==> config.mk <==
export PLATFORM = sky130hd
export DESIGN_NAME = maple_rx_datapath
export DESIGN_NICKNAME = d
export VERILOG_FILES = /design/src/rtl/maple_rx_datapath.sv
export SDC_FILE = /design/constraint.sdc
export NUM_CORES = 1
export LEC_CHECK = 0
export ABC_CLOCK_PERIOD_IN_PS = 2500
export CORE_MARGIN = 2
export CORE_UTILIZATION = 38
export DETAILED_ROUTE_END_ITERATION = 10
export PLACE_DENSITY = 0.68
export SLEW_MARGIN = 20
export SYNTH_ARGS = -nofsm -noshare
export SYNTH_HDL_FRONTEND = slang
export SYNTH_SLANG_ARGS = --single-unit
==> constraint.sdc <==
create_clock -name aclk -period 2.5 [get_ports aclk]
set_input_delay 0.375 -clock aclk [delete_from_list [all_inputs] [get_ports aclk]]
set_output_delay 0.375 -clock aclk [all_outputs]
set_load 0.1 [all_outputs]
==> src/rtl/maple_rx_datapath.sv <==
// Maple Bus receive datapath: SDCKA/SDCKB bit decoder, one-word hold-back buffer for tlast, end-of-frame detector.
// Optional feature macro: MAPLE_END_ERR_EN (distinct end_frame_error pulse for a count of 3 or more B falls).
module maple_rx_datapath #(
  parameter int DATA_WIDTH = 8
) (
  input  logic                    aclk,
  input  logic                    areset,
  input  logic                    enable,
  input  logic                    sdcka_data,
  input  logic                    sdcka_posedge,
  input  logic                    sdcka_negedge,
  input  logic                    sdckb_data,
  input  logic                    sdckb_negedge,
  output logic [DATA_WIDTH-1:0]   m_tdata,
  output logic                    m_tvalid,
  output logic [DATA_WIDTH/8-1:0] m_tstrb,
  output logic [DATA_WIDTH/8-1:0] m_tkeep,
  output logic                    m_tlast,
  output logic                    end_frame,
  output logic                    end_frame_error
);

  localparam int KEEP_W = DATA_WIDTH / 8;
  localparam int CNT_W  = $clog2(DATA_WIDTH + 1);
  localparam logic [CNT_W-1:0] FULL_CNT = CNT_W'(DATA_WIDTH);
  localparam logic [CNT_W-1:0] ZERO_CNT = {CNT_W{1'b0}};

  logic [DATA_WIDTH-1:0] shift_r;
  logic [DATA_WIDTH-1:0] word_r;
  logic [CNT_W-1:0]      bit_cnt_r;
  logic                  word_stb_r;
  logic                  enable_q_r;
  logic [DATA_WIDTH-1:0] pend_data_r;
  logic                  pend_valid_r;
  logic [DATA_WIDTH-1:0] m_tdata_r;
  logic                  m_tvalid_r;
  logic                  m_tlast_r;
  logic [KEEP_W-1:0]     m_tstrb_r;
  logic                  armed_r;
  logic [1:0]            end_cnt_r;
  logic                  end_frame_r;
  logic                  end_frame_error_r;

  logic [DATA_WIDTH-1:0] shift_b_s;
  logic [DATA_WIDTH-1:0] shift_a_s;
  logic [CNT_W-1:0]      cnt_b_s;
  logic [CNT_W-1:0]      cnt_bw_s;
  logic [CNT_W-1:0]      cnt_a_s;
  logic [CNT_W-1:0]      cnt_next_s;
  logic                  full_b_s;
  logic                  full_a_s;
  logic                  word_done_s;
  logic [DATA_WIDTH-1:0] word_next_s;

  logic [DATA_WIDTH-1:0] pend_data_s;
  logic                  pend_valid_s;
  logic [DATA_WIDTH-1:0] out_data_s;
  logic                  out_valid_s;
  logic                  out_last_s;

  logic                  armed_s;
  logic [1:0]            end_cnt_s;
  logic [1:0]            end_inc_s;
  logic                  end_frame_s;
  logic                  end_frame_error_s;

  // The SDCKB-fall bit is applied first, so a same-cycle pair lands in arrival order.
  assign shift_b_s   = sdckb_negedge ? {shift_r[DATA_WIDTH-2:0], sdcka_data} : shift_r;
  assign cnt_b_s     = bit_cnt_r + CNT_W'(sdckb_negedge);
  assign full_b_s    = (cnt_b_s == FULL_CNT);
  assign cnt_bw_s    = full_b_s ? ZERO_CNT : cnt_b_s;
  assign shift_a_s   = sdcka_negedge ? {shift_b_s[DATA_WIDTH-2:0], sdckb_data} : shift_b_s;
  assign cnt_a_s     = cnt_bw_s + CNT_W'(sdcka_negedge);
  assign full_a_s    = (cnt_a_s == FULL_CNT);
  assign cnt_next_s  = full_a_s ? ZERO_CNT : cnt_a_s;
  assign word_done_s = full_b_s | full_a_s;
  assign word_next_s = full_b_s ? shift_b_s : shift_a_s;

  // Decoder state: shifter, bit counter and the one-cycle internal word strobe
  always_ff @(posedge aclk) begin
    if (areset) begin
      shift_r    <= {DATA_WIDTH{1'b0}};
      bit_cnt_r  <= ZERO_CNT;
      word_stb_r <= 1'b0;
      word_r     <= {DATA_WIDTH{1'b0}};
    end else if (enable) begin
      shift_r    <= shift_a_s;
      bit_cnt_r  <= cnt_next_s;
      word_stb_r <= word_done_s;
      word_r     <= word_done_s ? word_next_s : word_r;
    end else begin
      shift_r    <= {DATA_WIDTH{1'b0}};
      bit_cnt_r  <= ZERO_CNT;
      word_stb_r <= 1'b0;
      word_r     <= word_r;
    end
  end

  // Hold-back slot: a word is only released once its successor or the frame end is known
  always_comb begin
    pend_data_s  = pend_data_r;
    pend_valid_s = pend_valid_r;
    out_data_s   = m_tdata_r;
    out_valid_s  = 1'b0;
    out_last_s   = 1'b0;
    if (enable_q_r && !enable) begin
      out_valid_s  = pend_valid_r;
      out_last_s   = pend_valid_r;
      out_data_s   = pend_valid_r ? pend_data_r : m_tdata_r;
      pend_valid_s = 1'b0;
    end else if (enable && !enable_q_r) begin
      pend_valid_s = 1'b0;
    end else if (word_stb_r) begin
      out_valid_s  = pend_valid_r;
      out_data_s   = pend_valid_r ? pend_data_r : m_tdata_r;
      pend_data_s  = word_r;
      pend_valid_s = 1'b1;
    end else begin
      pend_valid_s = pend_valid_r;
    end
  end

  // Buffer and stream output registers
  always_ff @(posedge aclk) begin
    if (areset) begin
      enable_q_r   <= 1'b0;
      pend_data_r  <= {DATA_WIDTH{1'b0}};
      pend_valid_r <= 1'b0;
      m_tdata_r    <= {DATA_WIDTH{1'b0}};
      m_tvalid_r   <= 1'b0;
      m_tlast_r    <= 1'b0;
      m_tstrb_r    <= {KEEP_W{1'b0}};
    end else begin
      enable_q_r   <= enable;
      pend_data_r  <= pend_data_s;
      pend_valid_r <= pend_valid_s;
      m_tdata_r    <= out_data_s;
      m_tvalid_r   <= out_valid_s;
      m_tlast_r    <= out_last_s;
      m_tstrb_r    <= {KEEP_W{out_valid_s}};
    end
  end

  assign end_inc_s = (end_cnt_r == 2'd3) ? 2'd3 : end_cnt_r + 2'd1;

  // End-pattern detector: an A fall arms, B falls are counted, the A rise judges the count
  always_comb begin
    armed_s           = armed_r;
    end_cnt_s         = end_cnt_r;
    end_frame_s       = 1'b0;
    end_frame_error_s = 1'b0;
    if (sdcka_negedge) begin
      armed_s   = 1'b1;
      end_cnt_s = 2'd0;
    end else if (armed_r) begin
      end_cnt_s = sdckb_negedge ? end_inc_s : end_cnt_r;
      if (sdcka_posedge) begin
        armed_s = 1'b0;
`ifdef MAPLE_END_ERR_EN
        end_frame_s       = (end_cnt_s == 2'd2);
        end_frame_error_s = (end_cnt_s == 2'd3);
`else
        end_frame_s       = (end_cnt_s >= 2'd2);
        end_frame_error_s = 1'b0;
`endif
      end else begin
        armed_s = 1'b1;
      end
    end else begin
      armed_s = 1'b0;
    end
  end

  // End-pattern detector registers and pulse outputs
  always_ff @(posedge aclk) begin
    if (areset) begin
      armed_r           <= 1'b0;
      end_cnt_r         <= 2'd0;
      end_frame_r       <= 1'b0;
      end_frame_error_r <= 1'b0;
    end else begin
      armed_r           <= armed_s;
      end_cnt_r         <= end_cnt_s;
      end_frame_r       <= end_frame_s;
      end_frame_error_r <= end_frame_error_s;
    end
  end

  assign m_tdata         = m_tdata_r;
  assign m_tvalid        = m_tvalid_r;
  assign m_tlast         = m_tlast_r;
  assign m_tstrb         = m_tstrb_r;
  assign m_tkeep         = m_tstrb_r;
  assign end_frame       = end_frame_r;
  assign end_frame_error = end_frame_error_r;

endmodule

==> impl_metrics.py, run 1 <==
metrics = {
    "place": {
        "io_buffers": 20,
        "place_hpwl_mm": 2.51,
        "gp_congestion": 0.902,
    },
    "die": {
        "die_y_um": 77.2,
        "start_util": 0.396,
        "row_count": 26,
        "ioPinCount": 22,
        "die_w_um": 77.2,
        "core_mm2": 0.00514,
        "die_area_mm2": 0.00596,
    },
    "finish": {
        "nFillCells": 489,
        "final_nets": 263,
        "area_delta_synth_final_pct": 23.3,
        "drive_gt1_frac": 0.205,
        "n_antenna_cell": 0,
    },
    "routing": {
        "wl_per_cell_um": 11.7,
        "first_iter_violations": 58,
        "vias_per_cell": 4.98,
        "dr.pass1.iters": 4,
        "drc": 0,
        "totalWireLength_mm": 3.72,
        "num_vias": 1588,
        "ant_nets": 0,
    },
    "synth": {
        "synth-seq-cells": 45,
        "synthXorXnorAreaFrac": 0.0326,
        "synth_top_area_share": 0.442,
        "seq_area_frac_synth": 0.442,
        "synth_top_area_cell": "dfxtp_1",
        "syn_inst": 226,
        "synth_adder_area_share": 0.0369,
        "synth-compound-area-share": 0.188,
        "synth_area_leaders": "dfxtp_1 (44%), mux2i_1 (6.4%), a21oi_1 (6.1%)",
        "synthMuxAreaShare": 0.0694,
        "ys_types": 38,
        "post_synth.cell_area_avg_um2": 9.01,
        "synth-simple-area-share": 0.178,
        "synth_top_family_by_area": "compound AO/OA/AOI/OAI gates",
        "syn-num-nets": 240,
        "syn_area_mm2": 0.00204,
        "ys_warn_count": 0,
    },
    "grt": {
        "use_met3": 0.0353,
        "overflow": 0,
        "top_usage_layer": "met2",
        "grtUsageMet1": 0.165,
        "antenna_found_initial": 0,
        "grt_max_degree": 33,
        "use_met2": 0.207,
        "track_usage": 0.133,
        "grt_pass1_wl_mm": 6.40,
        "grt_pass1_vias": 1484,
    },
    "clocking": {
        "postCtsHoldBufs": 0,
        "clock_path_buffers": 2,
        "cts.sinks": 45,
        "cts_buffers": 5,
        "cts_max_level": 2,
        "clock_latency_ps": 300,
        "cts-root-buf": "clkbuf_8",
        "clk_pin_slew_worst_paths_ps": 80,
        "tritoncts": "built",
    },
    "timing": {
        "slew_violations": 0,
        "hold_viol": 0,
        "min_period_over_period": 0.989,
        "finalClockSkew_ps": 4.42,
        "setup_viol": 0,
        "layout_min_cycle_time_ps": 2470,
        "max_freq_ghz": 0.404,
        "whs_ps": 460,
        "setup_tns_ps": 0,
    },
    "hold_path": {
        "hp-class": "reg -> reg",
    },
    "power_and_ir_drop": {
        "p_leak_nw": 0.990,
        "power.density_mw_per_mm2": 560,
        "power.total_mw": 1.41,
        "vdd_drop_max_v": 0.000224,
    },
    "worst_setup_path": {
        "worstPathArrival_ps": 2690,
        "worstSetupStartpointType": "primary input",
        "worstSetupEndpointType": "flip-flop",
        "critPathKind": "in -> reg",
        "cp_max_fo": 8,
        "crit_required_ps": 2720,
    },
    "status": {
        "status": "finished clean",
    },
    "run": {
        "maxCapViolCount": 0,
    },
}
[worst paths after layout]
kind,from,end,slack [ps],cells past startpoint
setup / recovery,sdckb_negedge,word_r[3],30,11
hold / removal,pend_data_r[3],pend_data_r[3],460,2
setup reg to reg,bit_cnt_r[0],word_r[3],300,10
hold reg to reg,pend_data_r[3],pend_data_r[3],460,2
[registers in the layout (all words and copies together), names as in the netlist]
name and flops:
m_tlast 1, pend_data_r 8, end_frame 1, word_r 8
enable_q_r 1, m_tkeep 1, m_tdata 8, end_cnt_r 2
shift_r 8, pend_valid_r 1, word_stb_r 1, armed_r 1
bit_cnt_r 4
[placed cells by master, fill, tap and decap left out, drive strengths merged, types with 3 or more instances in the layout]
cell type | Yosys | routed
a211oi | 10 | 10
a21o | 3 | 3
mux2i | 13 | 13
dfxtp | 45 | 45
clkbuf | 11 | 5
o211ai | 5 | 5
nand2b | 7 | 7
buf | 6 | 26
nor2 | 31 | 31
a21oi | 26 | 26
a311oi | 4 | 4
nand3 | 9 | 9
ha | 6 | 6
nand2 | 20 | 20
inv | 5 | 5
clkdlybuf4s50 | 0 | 7
[cells by family after synthesis]
family	Yosys count
mux	14
fa+ha+maj	6
other cells	1
buf+inv	22
flops	45
xor+xnor	5
simple gates	79
compound gates	54
[cells in the mapped netlist]
cell       number
a2111oi_0       1
a211oi_1        8
a211oi_2        2
a21o_1          3
a21oi_1        25
a21oi_4         1
a221oi_2        1
a2bb2oi_1       2
a311oi_1        4
a31oi_1         1
and2_1          2
and3b_1         2
buf_1           1
buf_4           4
buf_6           1
clkbuf_1       11
conb_1          1
dfxtp_1        45
ha_1            6
inv_1           5
mux2_2          1
mux2i_1        13
nand2_1        20
nand2b_1        7
nand3_1         9
nand4_1         1
nor2_1         31
nor2b_1         2
nor3_1          1
nor3b_1         2
nor4_1          2
o211ai_1        4
o211ai_2        1
o21ai_2         1
xnor2_1         2
xnor3_2         1
xor2_1          1
xor2_2          1
[stage by stage]
stage	utilization	instances	setup WS (ps)	area (um2)
floorplan	-	226	184	2040
global placement	0.450	310	-291	2310
detailed placement	0.450	310	-357	2310
CTS	0.480	318	8.98	2460
global route	0.489	319	-21.2	2510
finish	0.489	319	27.1	2510
[timing repair]
| item | 4_1_cts | 5_1_grt |
|---|---|---|
| setup endpoints to repair | 4 | 8 |
| buffers inserted | 0 | 1 |
| pin swaps | 5 | 5 |
| gates resized for setup | 5 | 6 |
| gates cloned | 1 | 0 |
[metal layers]
| layer | vias to the layer above | wire, um |
|---|---|---|
| met1 | 722 | 1810 |
| met4 | 0 | 106 |
| met2 | 30 | 1660 |
| met5 | - | 0 |
| li1 | 828 | - |
| met3 | 8 | 140 |
[power by group]
part / total, mW / leakage, nW / switching, mW / internal, mW
Combinational: 0.148 / 0.572 / 0.0829 / 0.0649
Clock: 0.527 / 0.0540 / 0.237 / 0.290
Sequential: 0.732 / 0.364 / 0.00737 / 0.724
Total: 1.41 / 0.990 / 0.327 / 1.08
[area by class of cell]
type	instances	area, um2	share of cell area
clock inverters	2	35.0	0.0140
inverters	5	18.8	0.00747
repair buffers	33	310	0.124
well taps	70	87.6	0.0349
flip-flops and latches	45	901	0.359
multi-input cells	159	1090	0.434
clock buffers	5	68.8	0.0274
[critical path, stage by stage]
cell,delay (ps)
clkdlybuf4s50_1,500
ha_2,300
ha_4,170
ha_4,150
xnor3_2,230
o211ai_1,90
a21o_1,230
a21oi_4,230
buf_12,150
nor2_1,40
a311oi_1,220
(Power assumes the default switching activity.)
==> run 2, diff against run 1 <==
--- a/config.mk
+++ b/config.mk
@@ -5,6 +5,7 @@
 export SDC_FILE = /design/constraint.sdc
 export NUM_CORES = 1
 export LEC_CHECK = 0
+export ABC_AREA = 1
 export ABC_CLOCK_PERIOD_IN_PS = 2500
 export CORE_MARGIN = 2
 export CORE_UTILIZATION = 38
==> impl_metrics.py, run 2 <==
metrics = {
    "status": {
        "status": "finished clean",
    },
    "routing": {
        "wl_per_cell_um": 10.5,
        "vias_per_cell": 4.73,
        "totalWireLength_mm": 4.07,
        "ant_nets": 0,
        "num_vias": 1839,
        "first_iter_violations": 74,
        "drc": 0,
        "dr.pass1.iters": 4,
    },
    "power_and_ir_drop": {
        "p_leak_nw": 1.13,
        "power.density_mw_per_mm2": 537,
        "vdd_drop_max_v": 0.000199,
        "power.total_mw": 1.35,
    },
    "clocking": {
        "clk_pin_slew_worst_paths_ps": 90,
        "clock_path_buffers": 2,
        "tritoncts": "built",
        "cts_max_level": 2,
        "cts.sinks": 45,
        "cts_buffers": 5,
        "postCtsHoldBufs": 0,
        "cts-root-buf": "clkbuf_8",
        "clock_latency_ps": 300,
        "postCtsSetupRepairBufs": 0,
    },
    "timing": {
        "slew_headroom": 0.608,
        "hold_viol": 0,
        "worstMarginPinSlew_ps": 587,
        "layout_min_cycle_time_ps": 2340,
        "slew_violations": 0,
        "min_period_over_period": 0.934,
        "rsz0062_at_grt": "no",
        "finalClockSkew_ps": 5.61,
        "setup_tns_ps": 0,
        "max_freq_ghz": 0.428,
        "worst_slack_ps": 164,
        "setup_viol": 0,
        "whs_ps": 461,
    },
    "place": {
        "placed_cell_area_mm2": 0.00240,
        "place_ws_ps": -245,
        "gp_congestion": 0.769,
        "io_buffers": 20,
        "place_hpwl_mm": 3.08,
        "dpl.cell_count": 381,
    },
    "synth": {
        "synthFlopType": "dfxtp_1",
        "synth-edff-count": 0,
        "async_reset_ff_frac": 0,
        "ys_warn_count": 0,
        "post_synth.cell_area_avg_um2": 7.34,
        "syn_area_mm2": 0.00216,
        "ys_types": 28,
        "synth_top_area_cell": "dfxtp_1",
        "syn_inst": 294,
        "synth-seq-cells": 45,
        "synth_top_family_by_area": "simple AND/OR/NAND/NOR gates",
        "synth_area_leaders": "dfxtp_1 (42%), nand2_1 (11%), inv_1 (7.1%)",
        "synth_top_area_share": 0.418,
        "synth_adder_area_share": 0.0348,
        "synth-simple-area-share": 0.284,
        "seq_area_frac_synth": 0.418,
        "synthTopCellsByCount": "nand2_1 (63), dfxtp_1 (45), inv_1 (41)",
        "yosysMostFrequentCell": "nand2_1",
        "synthMuxAreaShare": 0,
        "synthXorXnorAreaFrac": 0,
        "syn-num-nets": 308,
        "synth-compound-area-share": 0.148,
    },
    "die": {
        "start_util": 0.392,
        "core_mm2": 0.00551,
        "die_w_um": 79.3,
        "die_y_um": 79.3,
        "row_count": 27,
        "die_area_mm2": 0.00629,
        "ioPinCount": 22,
    },
    "finish": {
        "final_area_mm2": 0.00252,
        "area_delta_synth_final_pct": 16.8,
        "final_nets": 330,
        "fin_cells": 389,
        "layout_common_cells": "nand2_1 (63), dfxtp_1 (45), inv_1 (41)",
        "post-route-util": 0.458,
        "n_antenna_cell": 0,
        "layout_commonest_cell": "nand2_1",
        "drive_gt1_frac": 0.161,
    },
    "worst_setup_path": {
        "cp_max_fo": 9,
        "crit_chain": "clkdlybuf4s50_1, ha_1, ha_4, ha_1, or2_2, nor2_4, nand3_4, nand2_8, buf_12, a21oi_2, nor2_1",
        "crit_path_max_incr_delay_ps": 480,
        "worstSetupEndpointType": "flip-flop",
        "worstPathArrival_ps": 2580,
        "worst-path-buf-inv": 2,
        "crit_required_ps": 2740,
        "critPathTopFamily": "simple AND/OR/NAND/NOR gates",
        "cpMostUsedCell": "ha_1",
        "worstSetupStartpointType": "primary input",
        "critPathKind": "in -> reg",
        "slowest_stage": "clkdlybuf4s50_1",
    },
    "grt": {
        "overflow": 0,
        "grt_max_degree": 25,
        "antenna_found_initial": 0,
        "grt_pass1_vias": 1729,
        "track_usage": 0.144,
        "grt_pass1_wl_mm": 7.25,
    },
    "hold_path": {
        "hp-class": "reg -> reg",
    },
    "run": {
        "maxCapViolCount": 0,
    },
}
run 2: area by class of cell:
cell class / count / area, um2
clock inverters: 3 / 25.0
multi-input cells: 193 / 1040
well taps: 72 / 90.1
inverters: 44 / 166
repair buffers: 27 / 233
flip-flops and latches: 45 / 901
clock buffers: 5 / 68.8
fillers: 568 / 2990
run 2: tightest hold or removal path: cells and delay by family (launching register included):
family | cells | cell delay [ps]
flip-flops | 1 | 310
buffers and inverters | 1 | 60
AO/OA/AOI/OAI | 1 | 50
run 2: logic make-up after synthesis:
group                      count (synthesis)
and+or+nand+nor                          131
buffers and inverters                     56
AOI/OAI and AO/OA                         55
DFF                                       45
adders and majority gates                  6
other                                      1
run 2: worst paths after layout:
path                                startpoint    endpoint  slack, ps  cells past startpoint
worst max-delay path             sdckb_negedge   word_r[4]        160                     11
worst min-delay path            pend_data_r[4]  m_tdata[4]        460                      2
worst max register to register    bit_cnt_r[0]   word_r[4]        390                     10
worst min register to register  pend_data_r[4]  m_tdata[4]        460                      2
run 2: repair_timing:
action / CTS / global route
resized for setup: 0 / 3
hold endpoints to repair: 0 / 0
endpoints found under the setup margin: 0 / 8
run 2: power by group:
part | internal (mW) | switching (mW) | total (mW)
clock network | 0.202 | 0.270 | 0.471
registers | 0.725 | 0.00583 | 0.731
logic | 0.0563 | 0.0945 | 0.151
total | 0.983 | 0.370 | 1.35
run 2: per-layer routing:
metal	GRT usage	part of all wire	up-vias
li1	-	-	977
met4	0.0621	0.017	0
met2	0.256	0.48	22
met1	0.165	0.48	835
met5	0	0	-
met3	0.0295	0.026	5
==> run 3, diff against run 2 <==
--- a/config.mk
+++ b/config.mk
@@ -8,9 +8,9 @@
 export ABC_AREA = 1
 export ABC_CLOCK_PERIOD_IN_PS = 2500
 export CORE_MARGIN = 2
-export CORE_UTILIZATION = 38
+export CORE_UTILIZATION = 56
 export DETAILED_ROUTE_END_ITERATION = 10
-export PLACE_DENSITY = 0.68
+export PLACE_DENSITY = 0.9
 export SLEW_MARGIN = 20
 export SYNTH_ARGS = -nofsm -noshare
 export SYNTH_HDL_FRONTEND = slang
==> impl_metrics.py, run 3 (same netlist as run 2, synthesis figures left out) <==
metrics = {
    "status": {
        "status": "finished clean",
    },
    "grt": {
        "grt_pass1_vias": 1702,
        "grt_max_degree": 25,
        "grt_pass1_wl_mm": 7.11,
        "track_usage": 0.214,
        "antenna_found_initial": 0,
        "overflow": 0,
    },
    "die": {
        "ioPinCount": 22,
        "start_util": 0.585,
        "row_count": 22,
        "die_y_um": 66.1,
        "die_w_um": 66.1,
        "die_area_mm2": 0.00436,
        "core_mm2": 0.00369,
    },
    "place": {
        "gp_congestion": 0.843,
        "place_ws_ps": -233,
        "placed_cell_area_mm2": 0.00236,
        "io_buffers": 20,
        "dpl.cell_count": 356,
        "place_hpwl_mm": 3.03,
    },
    "finish": {
        "final_nets": 329,
        "regArea_um2": 901,
        "n_antenna_cell": 0,
        "drive_gt1_frac": 0.158,
        "nFillCells": 310,
        "multi_input_area_mm2": 0.00104,
        "layout_common_cells": "nand2_1 (63), dfxtp_1 (45), inv_1 (41)",
        "final_area_mm2": 0.00248,
        "layout_commonest_cell": "nand2_1",
        "fin_cells": 364,
        "area_delta_synth_final_pct": 15.1,
    },
    "routing": {
        "first_iter_violations": 151,
        "wl_per_cell_um": 11.6,
        "drc": 0,
        "dr.pass1.iters": 5,
        "vias_per_cell": 5.27,
        "totalWireLength_mm": 4.23,
        "num_vias": 1920,
        "ant_nets": 0,
    },
    "timing": {
        "min_period_over_period": 0.929,
        "max_freq_ghz": 0.431,
        "layout_min_cycle_time_ps": 2320,
        "whs_ps": 461,
        "rsz0062_at_grt": "no",
        "setup_tns_ps": 0,
        "hold_viol": 0,
        "finalClockSkew_ps": 5.71,
        "setup_viol": 0,
        "worstMarginPinSlew_ps": 907,
        "slew_violations": 0,
        "slew_headroom": 0.392,
        "worst_slack_ps": 178,
    },
    "power_and_ir_drop": {
        "p_leak_nw": 1.13,
        "vdd_drop_max_v": 0.000315,
        "power.density_mw_per_mm2": 544,
    },
    "hold_path": {
        "hp-class": "reg -> reg",
    },
    "clocking": {
        "clock_path_buffers": 2,
        "cts_max_level": 2,
        "clock_latency_ps": 310,
        "postCtsSetupRepairBufs": 0,
        "cts.sinks": 45,
        "cts_buffers": 5,
        "tritoncts": "built",
        "clk_pin_slew_worst_paths_ps": 90,
        "cts-root-buf": "clkbuf_8",
    },
    "worst_setup_path": {
        "crit_required_ps": 2740,
        "worstSetupStartpointType": "primary input",
        "worstSetupEndpointType": "flip-flop",
        "critPathKind": "in -> reg",
        "cp_max_fo": 9,
        "worstPathArrival_ps": 2570,
    },
    "run": {
        "maxCapViolCount": 0,
    },
}
run 3: cell types whose count changed in the layout (fill, tap and decap cells not counted), sizes merged:
cell	previous run	this run
buf	20	19
run 3: critical path, stage by stage:
cell,delay (ps)
clkdlybuf4s50_1,480
ha_1,230
ha_4,230
ha_1,290
or2_2,320
nor2_4,130
nand3_4,110
nand2_8,110
buf_12,130
a21oi_2,50
nor2_1,110
run 3: cell type report:
| class | count | area share |
|---|---|---|
| clock buffer | 5 | 0.0277 |
| timing repair buffer | 26 | 0.0907 |
| inverter | 44 | 0.0670 |
| sequential | 45 | 0.363 |
| multi-input combinational | 193 | 0.417 |
| tap | 48 | 0.0242 |
| clock inverter | 3 | 0.0101 |
run 3: metal layers:
| metal | global-route usage | wire length (um) |
|---|---|---|
| met5 | 0 | 0 |
| met4 | 0.0791 | 59 |
| met3 | 0.0562 | 164 |
| met2 | 0.371 | 2120 |
| met1 | 0.255 | 1890 |
run 3: through the flow:
step,utilization,total power [mW]
2_1_floorplan,-,0.856
3_3_place_gp,0.640,0.889
3_5_place_dp,0.640,0.893
4_1_cts,0.666,1.35
5_1_grt,0.673,1.41
6_report,0.673,1.35
run 3: worst paths after layout:
path                            slack, ps            from  depth (start not counted)              to
worst max-delay path                  180   sdckb_negedge                         11       word_r[2]
worst min-delay path                  460  pend_data_r[6]                          2  pend_data_r[6]
worst max register to register        400    bit_cnt_r[0]                         10       word_r[2]
worst min register to register        460  pend_data_r[6]                          2  pend_data_r[6]
run 3: where the power goes:
part,switching [mW],internal (mW)
Clock,0.264,0.202
Combinational,0.0964,0.0574
Sequential,0.00569,0.725
Total,0.366,0.984
run 3: timing repair:
action / in CTS / in global routing
setup endpoints to repair: 0 / 6
resized for setup: 0 / 3
hold buffers: 0 / 0
